===== src/rtl/ez8_isa_pkg.sv =====
// EZ8 instruction fields and fetch sequencer state encodings shared by the
// fetch controller and its helpers.
package ez8_isa_pkg;

    localparam int TARGET_W = 12;

    localparam logic [3:0] OP_GOTO = 4'hA;
    localparam logic [3:0] OP_CALL = 4'hB;
    localparam logic [3:0] OP_RET  = 4'hF;

    typedef enum logic [2:0] {
        S_REQ   = 3'd0,
        S_WAIT  = 3'd1,
        S_HOLD  = 3'd2,
        S_ISSUE = 3'd3,
        S_HALT  = 3'd4
    } fetch_state_e;

    function automatic logic [3:0] opcode_of(input logic [15:0] instr);
        return instr[15:12];
    endfunction

endpackage


===== src/rtl/fetch_timeout.sv =====
// Loadable wait counter for the imem handshake; flags the cycle in which the
// configured number of unanswered wait cycles is reached (TIMEOUT=0 disables).
module fetch_timeout #(
    parameter int TIMEOUT = 255
) (
    input  logic clk,
    input  logic reset,
    input  logic clear,
    input  logic en,
    output logic expired
);

    localparam int CNT_W = (TIMEOUT < 2) ? 1 : $clog2(TIMEOUT + 1);
    localparam logic [CNT_W-1:0] LAST = CNT_W'((TIMEOUT > 0) ? (TIMEOUT - 1) : 0);

    logic [CNT_W-1:0] count_q;
    logic [CNT_W-1:0] count_d;

    // Next count and terminal flag.
    always_comb begin
        count_d = count_q;
        expired = 1'b0;
        if (clear) begin
            count_d = '0;
        end else if (en) begin
            if ((TIMEOUT != 0) && (count_q == LAST)) begin
                expired = 1'b1;
            end else begin
                count_d = count_q + CNT_W'(1);
            end
        end else begin
            count_d = count_q;
        end
    end

    // Count register.
    always_ff @(posedge clk) begin
        if (reset) begin
            count_q <= '0;
        end else begin
            count_q <= count_d;
        end
    end

endmodule


===== src/rtl/fetch_ctrl.sv =====
// Instruction-fetch sequencer: fetches one word per step from imem, turns
// GOTO/CALL/RET into PC-controller pulses and forwards the rest to execute.
module fetch_ctrl import ez8_isa_pkg::*; #(
    parameter int ADDR_W  = 12,
    parameter int INSTR_W = 16,
    parameter int TIMEOUT = 255
) (
    input  logic               clk,
    input  logic               reset,
    input  logic [ADDR_W-1:0]  pc_in,
    input  logic               kill_in,
    input  logic               stopped_in,
    input  logic               skip_cond,
    output logic               pause_out,
    output logic               goto,
    output logic               call,
    output logic               ret,
    output logic               skip,
    output logic [ADDR_W-1:0]  goto_addr,
    output logic               imem_req,
    output logic [ADDR_W-1:0]  imem_addr,
    input  logic               imem_rvalid,
    input  logic [INSTR_W-1:0] imem_rdata,
    output logic               ex_valid,
    input  logic               ex_ready,
    output logic [INSTR_W-1:0] ex_instr,
    output logic [ADDR_W-1:0]  ex_pc,
    output logic               fetch_error
);

    fetch_state_e       state_q, state_d;
    logic               pause_q, pause_d;
    logic               goto_q, goto_d;
    logic               call_q, call_d;
    logic               ret_q, ret_d;
    logic               skip_q, skip_d;
    logic               imem_req_q, imem_req_d;
    logic [ADDR_W-1:0]  imem_addr_q, imem_addr_d;
    logic               ex_valid_q, ex_valid_d;
    logic [INSTR_W-1:0] ex_instr_q, ex_instr_d;
    logic [ADDR_W-1:0]  ex_pc_q, ex_pc_d;
    logic               fetch_error_q, fetch_error_d;
    logic               skip_pending_q, skip_pending_d;
    logic [INSTR_W-1:0] ir_q, ir_d;
    logic [ADDR_W-1:0]  ir_pc_q, ir_pc_d;

    logic               slot_free_s;
    logic               issuing_s;
    logic               cnt_clear_s;
    logic               cnt_en_s;
    logic               cnt_expired_s;
    logic [INSTR_W-1:0] issue_instr_s;
    logic [ADDR_W-1:0]  issue_pc_s;

    fetch_timeout #(
        .TIMEOUT (TIMEOUT)
    ) u_timeout (
        .clk     (clk),
        .reset   (reset),
        .clear   (cnt_clear_s),
        .en      (cnt_en_s),
        .expired (cnt_expired_s)
    );

    assign slot_free_s = !ex_valid_q || ex_ready;
    // Issue decisions are taken on the edge entering S_ISSUE, so the word may
    // still be on imem_rdata rather than in ir.
    assign issue_instr_s = (state_q == S_WAIT) ? imem_rdata  : ir_q;
    assign issue_pc_s    = (state_q == S_WAIT) ? imem_addr_q : ir_pc_q;

    // Next-state and registered-output computation.
    always_comb begin
        state_d        = state_q;
        pause_d        = 1'b1;
        goto_d         = 1'b0;
        call_d         = 1'b0;
        ret_d          = 1'b0;
        skip_d         = 1'b0;
        imem_req_d     = 1'b0;
        imem_addr_d    = imem_addr_q;
        ex_valid_d     = ex_valid_q && !ex_ready;
        ex_instr_d     = ex_instr_q;
        ex_pc_d        = ex_pc_q;
        fetch_error_d  = fetch_error_q;
        skip_pending_d = skip_pending_q || skip_cond;
        ir_d           = ir_q;
        ir_pc_d        = ir_pc_q;
        issuing_s      = 1'b0;
        cnt_clear_s    = 1'b0;
        cnt_en_s       = 1'b0;

        case (state_q)
            S_REQ: begin
                imem_req_d  = 1'b1;
                imem_addr_d = pc_in;
                cnt_clear_s = 1'b1;
                state_d     = S_WAIT;
            end
            S_WAIT: begin
                if (imem_rvalid) begin
                    ir_d    = imem_rdata;
                    ir_pc_d = imem_addr_q;
                    if (slot_free_s) begin
                        issuing_s = 1'b1;
                        state_d   = S_ISSUE;
                    end else begin
                        state_d   = S_HOLD;
                    end
                end else begin
                    cnt_en_s = 1'b1;
                    if (cnt_expired_s) begin
                        fetch_error_d = 1'b1;
                        state_d       = S_HALT;
                    end else begin
                        state_d       = S_WAIT;
                    end
                end
            end
            S_HOLD: begin
                if (slot_free_s) begin
                    issuing_s = 1'b1;
                    state_d   = S_ISSUE;
                end else begin
                    state_d   = S_HOLD;
                end
            end
            S_ISSUE: begin
                state_d = S_REQ;
            end
            S_HALT: begin
                state_d = S_HALT;
            end
            default: begin
                state_d = S_HALT;
            end
        endcase

        if (stopped_in) begin
            state_d    = S_HALT;
            imem_req_d = 1'b0;
            issuing_s  = 1'b0;
        end else begin
            state_d    = state_d;
        end

        if (issuing_s) begin
            pause_d = 1'b0;
            if (skip_pending_q) begin
                skip_d         = 1'b1;
                skip_pending_d = skip_cond;
            end else if (kill_in) begin
                skip_d = 1'b0;
            end else begin
                case (opcode_of(issue_instr_s))
                    OP_GOTO: begin
                        goto_d = 1'b1;
                    end
                    OP_CALL: begin
                        goto_d = 1'b1;
                        call_d = 1'b1;
                    end
                    OP_RET: begin
                        ret_d = 1'b1;
                    end
                    default: begin
                        ex_valid_d = 1'b1;
                        ex_instr_d = issue_instr_s;
                        ex_pc_d    = issue_pc_s;
                    end
                endcase
            end
        end else begin
            pause_d = 1'b1;
        end
    end

    // State and output registers.
    always_ff @(posedge clk) begin
        if (reset) begin
            state_q        <= S_REQ;
            pause_q        <= 1'b1;
            goto_q         <= 1'b0;
            call_q         <= 1'b0;
            ret_q          <= 1'b0;
            skip_q         <= 1'b0;
            imem_req_q     <= 1'b0;
            imem_addr_q    <= '0;
            ex_valid_q     <= 1'b0;
            ex_instr_q     <= '0;
            ex_pc_q        <= '0;
            fetch_error_q  <= 1'b0;
            skip_pending_q <= 1'b0;
            ir_q           <= '0;
            ir_pc_q        <= '0;
        end else begin
            state_q        <= state_d;
            pause_q        <= pause_d;
            goto_q         <= goto_d;
            call_q         <= call_d;
            ret_q          <= ret_d;
            skip_q         <= skip_d;
            imem_req_q     <= imem_req_d;
            imem_addr_q    <= imem_addr_d;
            ex_valid_q     <= ex_valid_d;
            ex_instr_q     <= ex_instr_d;
            ex_pc_q        <= ex_pc_d;
            fetch_error_q  <= fetch_error_d;
            skip_pending_q <= skip_pending_d;
            ir_q           <= ir_d;
            ir_pc_q        <= ir_pc_d;
        end
    end

    assign pause_out   = pause_q;
    assign goto        = goto_q;
    assign call        = call_q;
    assign ret         = ret_q;
    assign skip        = skip_q;
    assign goto_addr   = ADDR_W'(ir_q[TARGET_W-1:0]);
    assign imem_req    = imem_req_q;
    assign imem_addr   = imem_addr_q;
    assign ex_valid    = ex_valid_q;
    assign ex_instr    = ex_instr_q;
    assign ex_pc       = ex_pc_q;
    assign fetch_error = fetch_error_q;

endmodule


===== config.mk =====
export PLATFORM = sky130hd
export DESIGN_NAME = fetch_ctrl
export DESIGN_NICKNAME = d
export VERILOG_FILES = /design/src/rtl/ez8_isa_pkg.sv /design/src/rtl/fetch_timeout.sv /design/src/rtl/fetch_ctrl.sv
export SDC_FILE = /design/constraint.sdc
export NUM_CORES = 1
export LEC_CHECK = 0
export CORE_MARGIN = 2
export CORE_UTILIZATION = 45
export DETAILED_ROUTE_END_ITERATION = 7
export PLACE_DENSITY_LB_ADDON = 0.1
export SYNTH_ARGS = -nofsm -noshare
export SYNTH_HDL_FRONTEND = slang
export SYNTH_SLANG_ARGS = --single-unit

===== constraint.sdc =====
create_clock -name clk -period 1.75 [get_ports clk]
set_input_delay 0.175 -clock clk [delete_from_list [all_inputs] [get_ports clk]]
set_output_delay 0.175 -clock clk [all_outputs]
set_load 0.03 [all_outputs]

**Word level (Yosys, flattened, before mapping)**

Cells that the tools add are included.

- Multiplexer cells: 28
- Equality and inequality tests: 7
- $add $sub $neg: 1
- Reduce and logical (&&, ||, !) cells: 16
- Bitwise gates (word level): 6

Operator list:

| kind | count |
|---|---|
| $mux 1 | 21 |
| $mux 16 | 1 |
| $eq 4x4->1 const B | 3 |
| $mux 12 | 1 |
| $pmux 3 s4 | 1 |
| $mux 3 | 3 |
| $add 8x1->8 const B | 1 |
| $eq 8x8->1 const B | 1 |
| $reduce_or 2->1 | 4 |
| $eq 3x2->1 const B | 2 |
| $not 1->1 | 6 |
| $reduce_and 2->1 | 2 |
| $reduce_and 4->1 | 1 |
| $reduce_or 4->1 | 1 |
| $eq 3x1->1 const B | 1 |
| $logic_not 3->1 | 1 |
| $reduce_and 3->1 | 1 |
| $reduce_or 3->1 | 1 |
| $logic_not 1->1 | 2 |
| $logic_or 1x1->1 | 2 |
| $pmux 1 s2 | 1 |
| $logic_and 1x1->1 | 1 |

- Word-level logic and storage cells: 75
- Output and inout port bits: 60
- Input bits: 35
- Register bits: 88

**Longest topological paths before layout**

Gate-level depths: netlist of the first run.

- Depth after elaboration: 8
- Mapped depth: 7
- Mapped depth without buffers: 6

**Cells and area by module**

Synthesis of the first run repeated with hierarchy kept, for this count alone.

- Cells, all modules: 431
- Area total of the unflattened synthesis: 3875.0 um^2

Modules (own cells, without submodules):

| module | instances | area each (um^2) | cells each | seq. area each (um^2) |
|---|---|---|---|---|
| fetch_ctrl | 1 | 3399.5 | 377 | 1601.5 |
| fetch_timeout | 1 | 475.5 | 54 | 160.2 |

**Worst setup path before layout of the first run**

Ideal clock, no wire load.

- Path type: reg-to-reg
- Start: register state_q[0]
- End: register ex_pc_q[9], in the netlist ex_pc[9]
- Setup slack: 0.154 ns
- Clock period less this slack: 1.596 ns
- Data arrival time: 1.467 ns
- Data required time: 1.621 ns
- Cell stages (with the launch flop): 7
- Cells stage by stage: dfxtp_1 nor3b_2 buf_6 buf_6 mux2_2 o41ai_1 a21oi_1

- Cells in the longest elaborated chain, start to end: 6
- Elaborated cells between the ends (all ways): 12

RTL lines:

| element | RTL line | source |
|---|---|---|
| start: declaration | fetch_ctrl.sv:31 | `fetch_state_e state_q, state_d;` |
| start signal: assignment | fetch_ctrl.sv:196 | `state_q <= state_d;` |
| $eq 3x1->1 | fetch_ctrl.sv:68, fetch_ctrl.sv:69, fetch_ctrl.sv:92 |  |
| $mux 16 | fetch_ctrl.sv:68 | `assign issue_instr_s = (state_q == S_WAIT) ? imem_rdata : ir_q;` |
| $eq 4x4->1 | fetch_ctrl.sv:154 | `case (opcode_of(issue_instr_s))` |
| $reduce_or 3->1 (no line) | - |  |
| $not 1->1 (no line) | - |  |
| $reduce_and 4->1 (no line) | - |  |
| end signal: assignment | fetch_ctrl.sv:206 | `ex_pc_q <= ex_pc_d;` |
| end: declaration | fetch_ctrl.sv:41 | `logic [ADDR_W-1:0] ex_pc_q, ex_pc_d;` |

Parallel ways exist; a longest one is shown, timed or not.
A chain may end at the register's enable or synchronous reset.

**Worst setup path after layout of the first run**

- Start: register state_q[2]
- End: register ex_pc_q[7], in the netlist ex_pc[7]

Same word-level chain as after synthesis.

==> summary.md, run 1 <==
| Metric | Value |
|---|---|
| Slew Viols, Final | 0 |
| Share of the synthesized area in the top cell type | 45.8% |
| Commonest non-fill, non-tap cells in the layout | clkdlybuf4s50_1, dfxtp_1, nand2_1 |
| CP startpoint | state_q[2]$_SDFF_PP0_ |
| Clock root buffer | clkbuf_8 |
| Final Hold Viols | 0 |
| Worst Setup Start Kind | register |
| CTS buffer count | 9 |
| Residual DRC | 0 |
| Post-synthesis cell count | 400 |
| Fin area | between 5000 and 6000 um^2 |
| Async set-reset flop share out of synthesis | 0% |
| Req. time, crit path | a little under 2 ns |
| Syn-to-layout area delta | 36.4% |
| Die area | 9310 um^2 |
| DIE WIDTH | between 90 and 100 um |
| Hold Crit Class | input port to register |
| Reg2reg setup slack | 0.04 ns |
| Vias per cell | around 5.4 |
| Worst-margin pin slew | about 0.76 ns |
| Clock Sinks | 88 |
| I/O pin count | between 90 and 100 |
| Final Setup Violations | 0 |
| Routed vias | 3300 |
| Share of cells above drive strength 1 | between 15 and 20% |
| Hold Path Sink | ir_pc_q[4]$_SDFFE_PP0P_ |
| Fin nets | 536 |
| Kind of critical path | register to register |
| Yosys reg bits | between 80 and 90 |
| CTS tree | yes |
| Post-DP Area | about 5000 um^2 |
| Post-Syn Area | slightly below 4000 um^2 |
| Max Cap Viol | 0 |
| H-tree depth | 3 |
| Core area | between 8000 and 9000 um^2 |
| First-pass GRT wire length | roughly 16000 um |
| Gr usage total | between 20% and 30% |
| Cell variety after synth | 49 |
| Worst setup EP type | register |
| Crit path DAT | ~1.9 ns |
| Worst Skew | around 0.0087 ns |
| CTS hold repair buffers | 0 |
| Filler cells | approximately 700 |
| Post-Place Cells | roughly 590 |
| DIE HEIGHT | slightly below 100 um |
| Ys flop type | dfxtp_1 |
| Skew-Pair Late Insertion Delay | 0.36 ns |
| DRT antenna net count | 0 |
| Clock slew at reported path FFs | around 0.09 ns |
| Hold path depth | 2 |
| Largest net degree at the start of global routing | between 40 and 50 |
| Crit path max fanout | 14 |
| Final wirelength | between 9000 and 10000 um |
| PortBufs | 94 |
| GPL Wtd Cong | around 0.8 |
| GRT overflow | 0 |
| EDFF count, synth | 0 |
| Syn_nets | 437 |
| DR WL/cell | 15.9 um |
| Final antenna diode count | 0 |
| Number of global-route vias before repair | between 3000 and 4000 |
| Mapped Avg Cell Area | 9.62 um^2 |
| Sequential share of the synthesized area | between 40 and 50% |
| Top cells by area, synth | dfxtp_1, mux2i_1, nand2_1, a41oi_1, a21oi_1 |
| Hold_sp | reset |
| Power per Cell Area | about 730 nW/um^2 |
| Clk buf depth | 2 |
| Slew headroom | 48.9% |
| Maximum vdd ir drop | roughly 480 uV |
| Leakage | around 1.7 nW |
| RSZ-0062 raised after global routing | yes |
| Iter 0 DRT Violations | roughly 150 |
| RR Endpoint | ex_pc[7]$_SDFFE_PP0P_ |
| Initial Utilization | a little under half |
| Min Tclk post-route | 1.71 ns |
| Largest area contributor in the netlist | dfxtp_1 |
| Reg2reg start | state_q[2]$_SDFF_PP0_ |
| Drt pass-1 iters | 4 |
| Synth warnings | 0 |
| Status | finished, final reports clean |
| Initial antenna violation count | 0 |
| Post-DP HPWL | around 6700 um |
| Most common cell after layout, fill and taps aside | clkdlybuf4s50_1 |
| FF-to-FF path depth | 6 |
| Max frequency | between 500 and 600 MHz |
| Final period utilization | slightly below 100% |
| Finished Layout Cells | 609 |
| Core Rows | 33 |
metal layers:
layer	GRT usage [%]	routed length, um	vias up	part of all wire, %
met1	29.7	4610	1561	48
met3	5.35	461	11	4.8
li1	-	-	1652	-
met5	0	0	-	0
met2	33.7	4460	76	46
met4	7.04	133	0	1.4
synthesized netlist by cell type, types with 2 or more instances:
cell      instances
a211oi_1         24
a21oi_1          36
a221oi_1          4
a22o_1           12
a31oi_1           3
a41oi_1          21
and2_1            2
and4_1            2
buf_2             9
buf_4            17
buf_6             4
clkbuf_1         13
dfxtp_1          88
ha_1              2
inv_1            12
mux2_2            3
mux2_4            2
mux2i_1          26
nand2_1          63
nand3_1           3
nand3b_1          2
nand4_1           3
nor2_1           10
nor2b_1           3
nor3_1            3
nor4_1            2
o211a_1           2
o21a_1            2
o21ai_0           2
o41ai_1           3
xnor2_1           4
logic make-up after synthesis:
logic type      synth area share, %
mux                            8.77
simple gates                   14.1
fa+ha+maj                     0.650
buf+inv                        8.09
flops                          45.8
compound gates                 21.7
xor+xnor                      0.910
flip-flops by register name, indices dropped and copies added, names as in the netlist, 3 cells and up:
name and cells:
ex_instr 16, u_timeout.count_q 8, imem_addr 12, state_q 3, ir_q 16, ex_pc 12, ir_pc_q 12
worst max-delay path by stage:
stage	end	slack (ns)	cells past startpoint
floorplan	ex_pc[9]$_SDFFE_PP0P_	0.15	6
global placement	ex_instr[3]$_SDFFE_PP0P_	-0.15	6
detailed placement	ex_pc[3]$_SDFFE_PP0P_	-0.22	6
CTS	ex_pc[7]$_SDFFE_PP0P_	0.01	6
global route	ex_pc[11]$_SDFFE_PP0P_	-0.04	6
finish	ex_pc[7]$_SDFFE_PP0P_	0.04	6
repair_timing:
item / 4_1_cts / 5_1_grt
pin swaps: 1 / 1
endpoints found under the setup margin: 51 / 55
buffers inserted: 1 / 2
gates resized for setup: 4 / 14
gates cloned: 1 / 0
metrics by stage:
step	worst slack (ns)	power (mW)	hold slack, ns	TNS (ns)	util (%)
4_1_cts	0.0140	3.87	0.204	0	62.5
6_report	0.0427	3.85	0.206	0	63.6
5_1_grt	-0.0374	3.99	0.220	-0.330	63.6
3_3_place_gp	-0.151	2.61	0.435	-3.75	60.0
2_1_floorplan	0.154	2.39	0.247	0	-
3_5_place_dp	-0.224	2.62	0.438	-4.58	60.0
report_power, final:
| group | leakage, nW | switching, mW | total [mW] | internal [mW] |
|---|---|---|---|---|
| Clock | 0.0813 | 0.710 | 1.26 | 0.549 |
| Combinational | 0.954 | 0.257 | 0.495 | 0.238 |
| Sequential | 0.714 | 0.0441 | 2.09 | 2.05 |
layout make-up:
class / instances / area, um^2 / share of cell area (%)
Multi-Input combinational cell: 258 / 1870 / 35.7
Clock buffer: 11 / 141 / 2.69
Inverter: 12 / 45.0 / 0.858
Timing Repair Buffer: 130 / 1260 / 24.0
Tap cell: 105 / 131 / 2.50
Clock inverter: 5 / 32.5 / 0.620
Sequential cell: 88 / 1760 / 33.6
worst max-delay path: stages, from the launching register on:
cell      delay (ns)
dfxtp_2         0.36
nor3b_4         0.24
buf_6           0.19
mux2_4          0.36
buf_12          0.16
a41oi_1         0.19
a211oi_1        0.08
Power figures use the tool's default switching activity.
==> inputs of run 2 (changes only) <==
Settings changed: CORE_MARGIN 2 to 8.
==> run 2 against run 1 <==
The run now ends with negative setup slack left. Maximum frequency down 5.2%. Cell area up 2.0%. Critical path depth unchanged. Utilization up 1.3 points. Critical path type unchanged. Global-route usage down 4.3 points. Via count up 1.0%. Sequential share of layout area down 0.66 points. Hold slack better by 0.032 ns. Flip-flop and latch count unchanged. Sequential power about the same.
==> summary.md, run 2 (synthesized netlist as in run 1, its figures left out) <==
| Metric | Value |
|---|---|
| Reg2reg setup slack | -0.05 ns (-0.09 ns) |
| Clock root buffer | clkbuf_8 |
| Clk buf depth | 2 (unchanged) |
| Final wirelength | 10600 um (+9.7%) |
| DIE WIDTH | 108 um (+12%) |
| H-tree depth | 3 (unchanged) |
| Setup ws final | -0.0513 ns (-0.0941 ns) |
| Skew-Pair Late Insertion Delay | 0.35 ns (about the same) |
| Max Cap Viol | 0 (unchanged) |
| I/O pin count | 95 (unchanged) |
| Final period utilization | 103% (+5.4 points) |
| Hold_sp | reset |
| RSZ-0062 raised after global routing | yes |
| Vias per cell | 5.49 (+1.3%) |
| FF+latch area | 1760 um^2 (unchanged) |
| Hold path depth | 3 (+1) |
| DR WL/cell | 17.5 um (+10%) |
| Routed vias | 3333 (+1.0%) |
| Kind of critical path | register to register |
| Leakage | 1.76 nW (+0.39%) |
| Final antenna diode count | 0 (unchanged) |
| Critical path's top delay family | compound AO/OA/AOI/OAI gates |
| Slew headroom | 47.7% (-1.2 points) |
| Worst-margin pin slew | 0.782 ns (+0.0175 ns) |
| Reg2reg start | state_q[1]$_SDFF_PP0_ |
| Clock Sinks | 88 (unchanged) |
| Min Tclk post-route | 1.80 ns (+0.0941 ns) |
| PortBufs | 94 (unchanged) |
| Initial antenna violation count | 0 (unchanged) |
| First-pass GRT wire length | 16500 um (+6.2%) |
| Core Rows | 33 (unchanged) |
| Final Hold Viols | 0 (unchanged) |
| CP max-delay cell | o41ai_1 |
| Worst Setup Start Kind | register |
| CTS buffer count | 9 (unchanged) |
| Worst Skew | 0.00611 ns (-0.00258 ns) |
| Final Setup Violations | 1 (+1) |
| Die area | 11800 um^2 (+26%) |
| FF-to-FF path depth | 6 (unchanged) |
| RR Endpoint | ex_pc[0]$_SDFFE_PP0P_ |
| DIE HEIGHT | 108 um (+12%) |
| Filler cells | 707 (-1.1%) |
| WP buf/inv | 2 (unchanged) |
| DRT antenna net count | 0 (unchanged) |
| Violated checks | negative setup slack |
| Initial Utilization | 46.6% (unchanged) |
| GRT overflow | 0 (unchanged) |
| Iter 0 DRT Violations | 106 (-30%) |
| Clock slew at reported path FFs | 0.08 ns (about the same) |
| Largest net degree at the start of global routing | 42 (-4.5%) |
| Fin nets | 536 (unchanged) |
| Share of cells above drive strength 1 | 17.1% (+0.66 points) |
| CP peak stage delay | 0.37 ns (about the same) |
| Max frequency | 555 MHz (-5.2%) |
| Drt pass-1 iters | 4 (unchanged) |
| Syn-to-layout area delta | 39.1% |
| Gr usage total | 17.4% (-4.3 points) |
| CTS hold repair buffers | 0 (unchanged) |
| Status | finished with violations |
| Number of global-route vias before repair | 3385 (+6.3%) |
| Post-DP HPWL | 7200 um (+7.9%) |
| Commonest non-fill, non-tap cells in the layout | clkdlybuf4s50_1, dfxtp_1, nand2_1 |
| Crit path max fanout | 6 (-8) |
| Core area | 8260 um^2 (unchanged) |
| Slew Viols, Final | 0 (unchanged) |
| Worst setup EP type | register |
| Crit path DAT | 2.02 ns (+0.08 ns) |
| Multi-input gate area | 1920 um^2 (+2.3%) |
| Post-Route Utilization | 64.8% (+1.3 points) |
| CTS tree | yes |
| GPL Wtd Cong | 0.787 (-2.1%) |
| Crit path cell chain | nor3b_4 -> buf_4 -> clkbuf_16 -> mux2_2 -> o41ai_1 -> a21oi_1 |
| Fin Setup TNS | -0.0513 ns (-0.0513 ns) |
| Req. time, crit path | 1.97 ns (-0.02 ns) |
| Residual DRC | 0 (unchanged) |
| Hold Crit Class | input port to register |
| Most common cell after layout, fill and taps aside | clkdlybuf4s50_1 |
| Maximum vdd ir drop | 388 uV (-19%) |
| Hold Path Sink | u_timeout.count_q[4]$_SDFFE_PP0P_ |
| Power per Cell Area | 769 nW/um^2 (+5.0%) |
run 2: routing by layer:
| metal | share of wire [%] | global-route usage [%] | up-vias |
|---|---|---|---|
| li1 | - | - | 1644 |
| met4 | 1.4 | 5.28 | 0 |
| met3 | 5.6 | 5.41 | 16 |
| met5 | 0 | 0 | - |
| met1 | 45 | 22.3 | 1588 |
| met2 | 48 | 27.4 | 85 |
run 2: how the worst max path moves through the flow:
stage	startpoint	end	cells after the start	slack, ns
floorplan	state_q[0]$_SDFF_PP0_	ex_pc[9]$_SDFFE_PP0P_	6	0.15
global placement	imem_rvalid	ret$_SDFF_PP0_	6	-0.12
detailed placement	imem_rvalid	ex_pc[6]$_SDFFE_PP0P_	6	-0.17
CTS	state_q[1]$_SDFF_PP0_	ex_pc[6]$_SDFFE_PP0P_	6	0.005
global route	state_q[1]$_SDFF_PP0_	ex_pc[0]$_SDFFE_PP0P_	6	-0.1
finish	state_q[1]$_SDFF_PP0_	ex_pc[0]$_SDFFE_PP0P_	6	-0.05
run 2: cell type report:
class                           count  area share [%]
Timing Repair Buffer              130            24.1
Clock buffer                       11            2.64
Multi-Input combinational cell    258            35.8
Sequential cell                    88            32.9
Tap cell                          105            2.45
Clock inverter                      3            1.26
Inverter                           12           0.841
run 2: what timing repair did:
action                                  4_1_cts  5_1_grt
endpoints found under the setup margin       53       71
gates resized for setup                       2       21
gates cloned                                  1        1
setup buffers                                 2        3
pin swaps                                     1        0
run 2: worst reg2reg max path: cells and delay by family, from the launching register on:
kind	cells	cell delay (ns)
AOI/OAI and AO/OA	2	0.44
DFF	1	0.36
muxes	1	0.33
buffers and inverters	2	0.30
and+or+nand+nor	1	0.25
run 2: through the flow:
stage	area, um^2	hold WS (ns)	instances	worst slack, ns	total power, mW
detailed placement	4950	0.446	587	-0.166	2.62
global route	5360	0.250	607	-0.0971	4.27
floorplan	3850	0.247	400	0.154	2.39
finish	5360	0.238	607	-0.0513	4.12
global placement	4950	0.438	587	-0.123	2.62
CTS	5200	0.230	604	0.00478	4.13
run 2: power by group:
group          leakage (nW)  switching [mW]  internal, mW
clock                 0.101           0.684         0.829
sequential            0.714          0.0406          2.05
combinational         0.940           0.269         0.251
total                  1.76           0.993          3.13
